`src/rtl/pc_fetch_unit.sv`:
```
// ============================================================================
// Module   : pc_fetch_unit
// Brief    : Program-counter fetch stage with redirect, stall, imem handshake
//            and halt; optional misaligned-redirect trap (PC_MISALIGN_TRAP_EN).
// Revision : 1.0 - initial release
// ============================================================================
`default_nettype none

module pc_fetch_unit #(
    parameter int          n            = 32,
    parameter logic [n-1:0] RESET_VECTOR = {n{1'b0}},
    parameter logic [n-1:0] TRAP_VECTOR  = n'(32'h0000_0080)
) (
    input  logic         clk,
    input  logic         rst_n,
    input  logic [n-1:0] pc_plus4,
    input  logic         stall,
    input  logic         redirect_valid,
    input  logic [n-1:0] redirect_target,
    input  logic         halt,
    input  logic         imem_ready,
    output logic [n-1:0] pc,
    output logic         fetch_valid,
    output logic         halted,
    output logic         misalign_trap
);

    typedef enum logic [1:0] {
        S_BOOT   = 2'd0,
        S_RUN    = 2'd1,
        S_HALTED = 2'd2
    } state_t;

    state_t       r_state;
    state_t       w_state_next;
    logic [n-1:0] r_pc;
    logic [n-1:0] w_pc_next;
    logic         r_fetch_valid;
    logic         r_halted;
    logic         r_pend_valid;
    logic         w_pend_valid_next;
    logic [n-1:0] r_pend_target;
    logic [n-1:0] w_pend_target_next;
    logic         w_trap_next;

    logic         w_adv;
    logic         w_redir_sel;
    logic [n-1:0] w_redir_target;

    // A fetch is consumed only when presented, accepted and not frozen.
    assign w_adv          = (r_state == S_RUN) & imem_ready & ~stall;
    assign w_redir_sel    = redirect_valid | r_pend_valid;
    assign w_redir_target = redirect_valid ? redirect_target : r_pend_target;

    always_comb begin
        w_state_next       = r_state;
        w_pc_next          = r_pc;
        w_pend_valid_next  = r_pend_valid;
        w_pend_target_next = r_pend_target;
        w_trap_next        = 1'b0;
        case (r_state)
            S_BOOT: begin
                w_state_next = S_RUN;
            end
            S_RUN: begin
                if (halt) begin
                    w_state_next      = S_HALTED;
                    w_pend_valid_next = 1'b0;
                end else if (w_adv) begin
                    w_pend_valid_next = 1'b0;
                    if (w_redir_sel) begin
`ifdef PC_MISALIGN_TRAP_EN
                        if (|w_redir_target[1:0]) begin
                            w_pc_next   = TRAP_VECTOR;
                            w_trap_next = 1'b1;
                        end else begin
                            w_pc_next = w_redir_target;
                        end
`else
                        w_pc_next = {w_redir_target[n-1:2], 2'b00};
`endif
                    end else begin
                        w_pc_next = pc_plus4;
                    end
                end else if (redirect_valid) begin
                    // Held until the current fetch is accepted; newest wins.
                    w_pend_valid_next  = 1'b1;
                    w_pend_target_next = redirect_target;
                end
            end
            S_HALTED: begin
                w_state_next = S_HALTED;
            end
            default: begin
                w_state_next = S_BOOT;
            end
        endcase
    end

    always_ff @(posedge clk or negedge rst_n) begin
        if (!rst_n) begin
            r_state       <= S_BOOT;
            r_pc          <= RESET_VECTOR;
            r_fetch_valid <= 1'b0;
            r_halted      <= 1'b0;
            r_pend_valid  <= 1'b0;
            r_pend_target <= {n{1'b0}};
        end else begin
            r_state       <= w_state_next;
            r_pc          <= w_pc_next;
            r_fetch_valid <= (w_state_next == S_RUN);
            r_halted      <= (w_state_next == S_HALTED);
            r_pend_valid  <= w_pend_valid_next;
            r_pend_target <= w_pend_target_next;
        end
    end

`ifdef PC_MISALIGN_TRAP_EN
    logic r_trap;

    always_ff @(posedge clk or negedge rst_n) begin
        if (!rst_n) begin
            r_trap <= 1'b0;
        end else begin
            r_trap <= w_trap_next;
        end
    end

    assign misalign_trap = r_trap;
`else
    logic w_unused;
    assign w_unused      = ^{TRAP_VECTOR, w_trap_next};
    assign misalign_trap = 1'b0;
`endif

    assign pc          = r_pc;
    assign fetch_valid = r_fetch_valid;
    assign halted      = r_halted;

endmodule

`default_nettype wire

```
`config.mk`:
```
export PLATFORM = sky130hd
export DESIGN_NAME = pc_fetch_unit
export DESIGN_NICKNAME = d
export VERILOG_FILES = /design/src/rtl/pc_fetch_unit.sv
export SDC_FILE = /design/constraint.sdc
export NUM_CORES = 1
export LEC_CHECK = 0
export CORE_UTILIZATION = 46
export CTS_BUF_LIST = sky130_fd_sc_hd__clkbuf_16
export CTS_CLUSTER_SIZE = 28
export DETAILED_ROUTE_END_ITERATION = 6
export MAX_ROUTING_LAYER = met4
export PLACE_DENSITY = 0.8
export SYNTH_ARGS = -nofsm -noshare
export SYNTH_HDL_FRONTEND = slang
export SYNTH_SLANG_ARGS = --single-unit
```
`constraint.sdc`:
```
create_clock -name clk -period 2.1 [get_ports clk]
set_input_delay 0.42 -clock clk [delete_from_list [all_inputs] [get_ports clk]]
set_output_delay 0.42 -clock clk [all_outputs]
set_load 0.02 [all_outputs]
```
==> run metrics <==
worst min-delay path class=primary input to async pin; ys async rst share=1.00; DR vias/cell=approximately 5.5; count of endpoints failing hold in the final timing report=0; flops & latches, synth=67; nets@finish=438; commonest register cell after synthesis=sky130_fd_sc_hd__dfrtp_1; number of antenna violations at the first check in global routing=0; minimum clock period=roughly 1.8 ns; First DRT Iteration DRCs=114; die outline width=85.5 µm; Largest stage delay, worst path=0.64 ns; Final Non-Filler Cells=453; worst hold-check slack=0.111 ns; synthesized-area fraction occupied by adder cells=0; Final Skew=0.00564 ns; number of cell instances on the worst register-to-register path=4; residual DRC count=0; leakage power figure=1.98 nW; Initial Utilization=0.475; setup TNS after final layout=0 ns; category of the most critical setup path=flop to primary output; clock latency of the later-clocked register in the worst-skew pair=0.33 ns; Worst path top cell family by delay=buffers and inverters; share of cell area taken by muxes after synthesis=0.298; clock sink count=67; Stages on worst setup path=1; overall track demand over capacity in global routing=0.232; startpoint kind of the worst setup timing path=flop; Placement Rows=30; WP buf/inv=1; post-CTS clock slew at the launch and capture registers of the worst setup and hold paths=0.06 ns; via count=approximately 2,500; nature of the critical path endpoint=primary output; number of antenna diodes=0; sequential cell area fraction in the yosys report=0.523; CP Data Required Time=between 1.5 and 2 ns; Clock Path Buffers=2; final clock period utilization by the worst path=0.839; total number of yosys warnings=0; # Post-CTS Setup Buffers=0; register-to-register path setup slack=0.47 ns; CTS root buf=sky130_fd_sc_hd__clkbuf_16; minimum setup slack in the final design=0.339 ns; cell area power density=about 1400 nW/µm²; maximum number of pins on one net before global-route repair=68; IR Drop Worst-Case VDD=roughly 0.75 mV; worst reg2reg path endpoint=r_pend_target[15]; post-synthesis instance area=around 3200 µm²; antenna-violating nets left=0; Area growth syn-to-layout=45.6%; largest family of logic cells by synthesized area=multiplexers; setup-violating endpoint count in the final report=0; number of clock buffers inserted by TritonCTS=9; endpoint of the worst setup timing path=pc[8]; number of global-route vias before repair=2,559; minimum setup slack after placement=slightly above 0.04 ns; cells taking the most area after synthesis=sky130_fd_sc_hd__dfrtp_1 (52%), sky130_fd_sc_hd__mux2_1 (11%), sky130_fd_sc_hd__mux2_2 (10%); maxcap violations=0; pins over their slew limit=0; Gate Count Post-Synth=263; Setup crit start=pc[8]; Std-Cell Core Area=6760 µm²; dpl hpwl=5.28 mm; count of buffers inserted at the top-level ports=101; post-synthesis average cell area=12.2 µm²; number of placed instances, taps included=437; routed length per placed instance=16.8 µm; net count after synthesis=333; post-synth top area share=0.523; htree depth=3; number of enable-type register cells in the synthesized netlist=0; result of the run=finished clean; I/O Pins=approximately 110; number of iterations in the first detailed-routing pass=4; basic-gate share of the synthesized area counting and, or, nand and nor cells=0.0285; GR Overflow Total=0; Arr. time, crit path=1.34 ns; chip height=85.5 µm; library cell contributing the largest single delay on the critical path=sky130_fd_sc_hd__clkdlybuf4s50_1; achievable frequency=568 MHz; critical path fanouts, max=2; DRT Wirelength=between 7 and 8 mm; unique cell type count in the Yosys netlist=25; die footprint=7310 µm²; setup repair after global routing missed its margin=false; hold-fix buffer count after cts=0; Util after Layout=0.691; Compound-Gate Fraction of Synth Area=0.112; wire length of the first global-routing pass=12.5 mm; Gates resized, CTS repair=0; share of final-layout standard cells stronger than drive strength 1=0.166; clock tree from TritonCTS=done; share of the synthesized netlist area taken by xor and xnor gates=0; library cell occupying the most area in the post-synthesis netlist=sky130_fd_sc_hd__dfrtp_1; critical register-to-register path startpoint=r_state[1]; placer's final routability congestion estimate=0.720; CP Cell Sequence=clkdlybuf4s50_1
[power breakdown]
part | switching (mW) | leakage, nW | internal [mW]
Clock | 0.550 | 0.147 | 1.03
Sequential | 0.346 | 0.824 | 1.92
Combinational | 1.13 | 1.01 | 1.37
[cells in the mapped netlist, drive strengths merged, types with 2 or more instances]
master / instances
a21oi: 3
buf: 12
clkbuf: 10
dfrtp: 67
mux2: 59
mux2i: 29
nand2: 4
nor2: 2
nor2b: 2
o21ai: 64
[logic make-up after synthesis]
group / count (synthesis)
AO/OA/AOI/OAI: 70
buffers and inverters: 23
flip-flops: 67
multiplexers: 88
other: 1
AND/OR/NAND/NOR: 14
[cells in the final DEF (no fill, tap or decap)]
| cell type | synthesis | layout |
|---|---|---|
| sky130_fd_sc_hd__buf_4 | 1 | 11 |
| sky130_fd_sc_hd__mux2_2 | 29 | 29 |
| sky130_fd_sc_hd__nor3b_1 | 1 | 1 |
| sky130_fd_sc_hd__a21oi_1 | 3 | 3 |
| sky130_fd_sc_hd__o21ai_0 | 59 | 59 |
| sky130_fd_sc_hd__mux2i_1 | 29 | 29 |
| sky130_fd_sc_hd__clkbuf_16 | 0 | 9 |
| sky130_fd_sc_hd__conb_1 | 1 | 1 |
| sky130_fd_sc_hd__nand3_1 | 1 | 1 |
| sky130_fd_sc_hd__dfrtp_1 | 67 | 67 |
| sky130_fd_sc_hd__mux2_1 | 30 | 30 |
| sky130_fd_sc_hd__a211oi_1 | 1 | 1 |
| sky130_fd_sc_hd__inv_6 | 0 | 1 |
| sky130_fd_sc_hd__clkinvlp_4 | 0 | 2 |
| sky130_fd_sc_hd__buf_12 | 0 | 4 |
| sky130_fd_sc_hd__nand2_1 | 4 | 4 |
| sky130_fd_sc_hd__clkdlybuf4s50_1 | 0 | 99 |
| sky130_fd_sc_hd__inv_1 | 1 | 1 |
| sky130_fd_sc_hd__clkinv_1 | 0 | 2 |
| sky130_fd_sc_hd__and4bb_4 | 1 | 1 |
| sky130_fd_sc_hd__nand2b_1 | 1 | 1 |
| sky130_fd_sc_hd__and2b_4 | 1 | 1 |
| sky130_fd_sc_hd__buf_2 | 8 | 2 |
| sky130_fd_sc_hd__o21a_1 | 1 | 1 |
| sky130_fd_sc_hd__o2bb2ai_1 | 1 | 1 |
| sky130_fd_sc_hd__nand4bb_1 | 1 | 1 |
| sky130_fd_sc_hd__nor2b_1 | 2 | 2 |
| sky130_fd_sc_hd__bufinv_16 | 0 | 2 |
| sky130_fd_sc_hd__nor2_1 | 2 | 2 |
| sky130_fd_sc_hd__o21ai_1 | 5 | 5 |
[how the worst min path moves through the flow]
| stage | end | slack (ns) | start | depth (start not counted) |
|---|---|---|---|---|
| after floorplan | fetch_valid | 0.12 | rst_n | 0 |
| after global placement | r_pend_target[24] | 0.46 | r_pend_target[24] | 1 |
| after detailed placement | r_pend_target[6] | 0.47 | rst_n | 2 |
| after CTS | r_pend_target[12] | 0.12 | rst_n | 2 |
| after global routing | pc[29] | 0.15 | rst_n | 2 |
| final | r_pend_target[6] | 0.11 | rst_n | 2 |
[state kept, by name, summed over array words and instances, names as in the netlist]
| name | cells |
|---|---|
| fetch_valid | 1 |
| halted | 1 |
| pc | 32 |
| r_pend_target | 30 |
| r_pend_valid | 1 |
| r_state | 2 |
[layer usage]
layer	part of all wire	GRT usage	up-vias
li1	-	-	1156
met1	0.44	0.289	1220
met2	0.49	0.373	82
met3	0.049	0.0443	11
met4	0.019	0.100	0
met5	0	-	-
[through the flow]
stage / total power, mW / area, µm²
6_report: 6.36 / 4670
3_5_place_dp: 4.80 / 4350
2_1_floorplan: 3.67 / 3210
4_1_cts: 6.41 / 4670
3_3_place_gp: 4.70 / 4350
5_1_grt: 6.72 / 4670
[worst reg2reg max path: stages (launching register included)]
cell                       delay (ns)
sky130_fd_sc_hd__dfrtp_1         0.41
sky130_fd_sc_hd__and2b_4         0.29
sky130_fd_sc_hd__and4bb_4        0.32
sky130_fd_sc_hd__buf_12          0.16
sky130_fd_sc_hd__mux2_1          0.34
[layout make-up]
class                           instances  area, µm²
Clock buffer                            9        225
Clock inverter                          7       91.3
Fill cell                             524       2090
Inverter                                1       3.75
Multi-Input combinational cell        173       1410
Sequential cell                        67       1680
Tap cell                               80        100
Timing Repair Buffer                  116       1160
No activity file was read; power rests on OpenSTA's default activity.
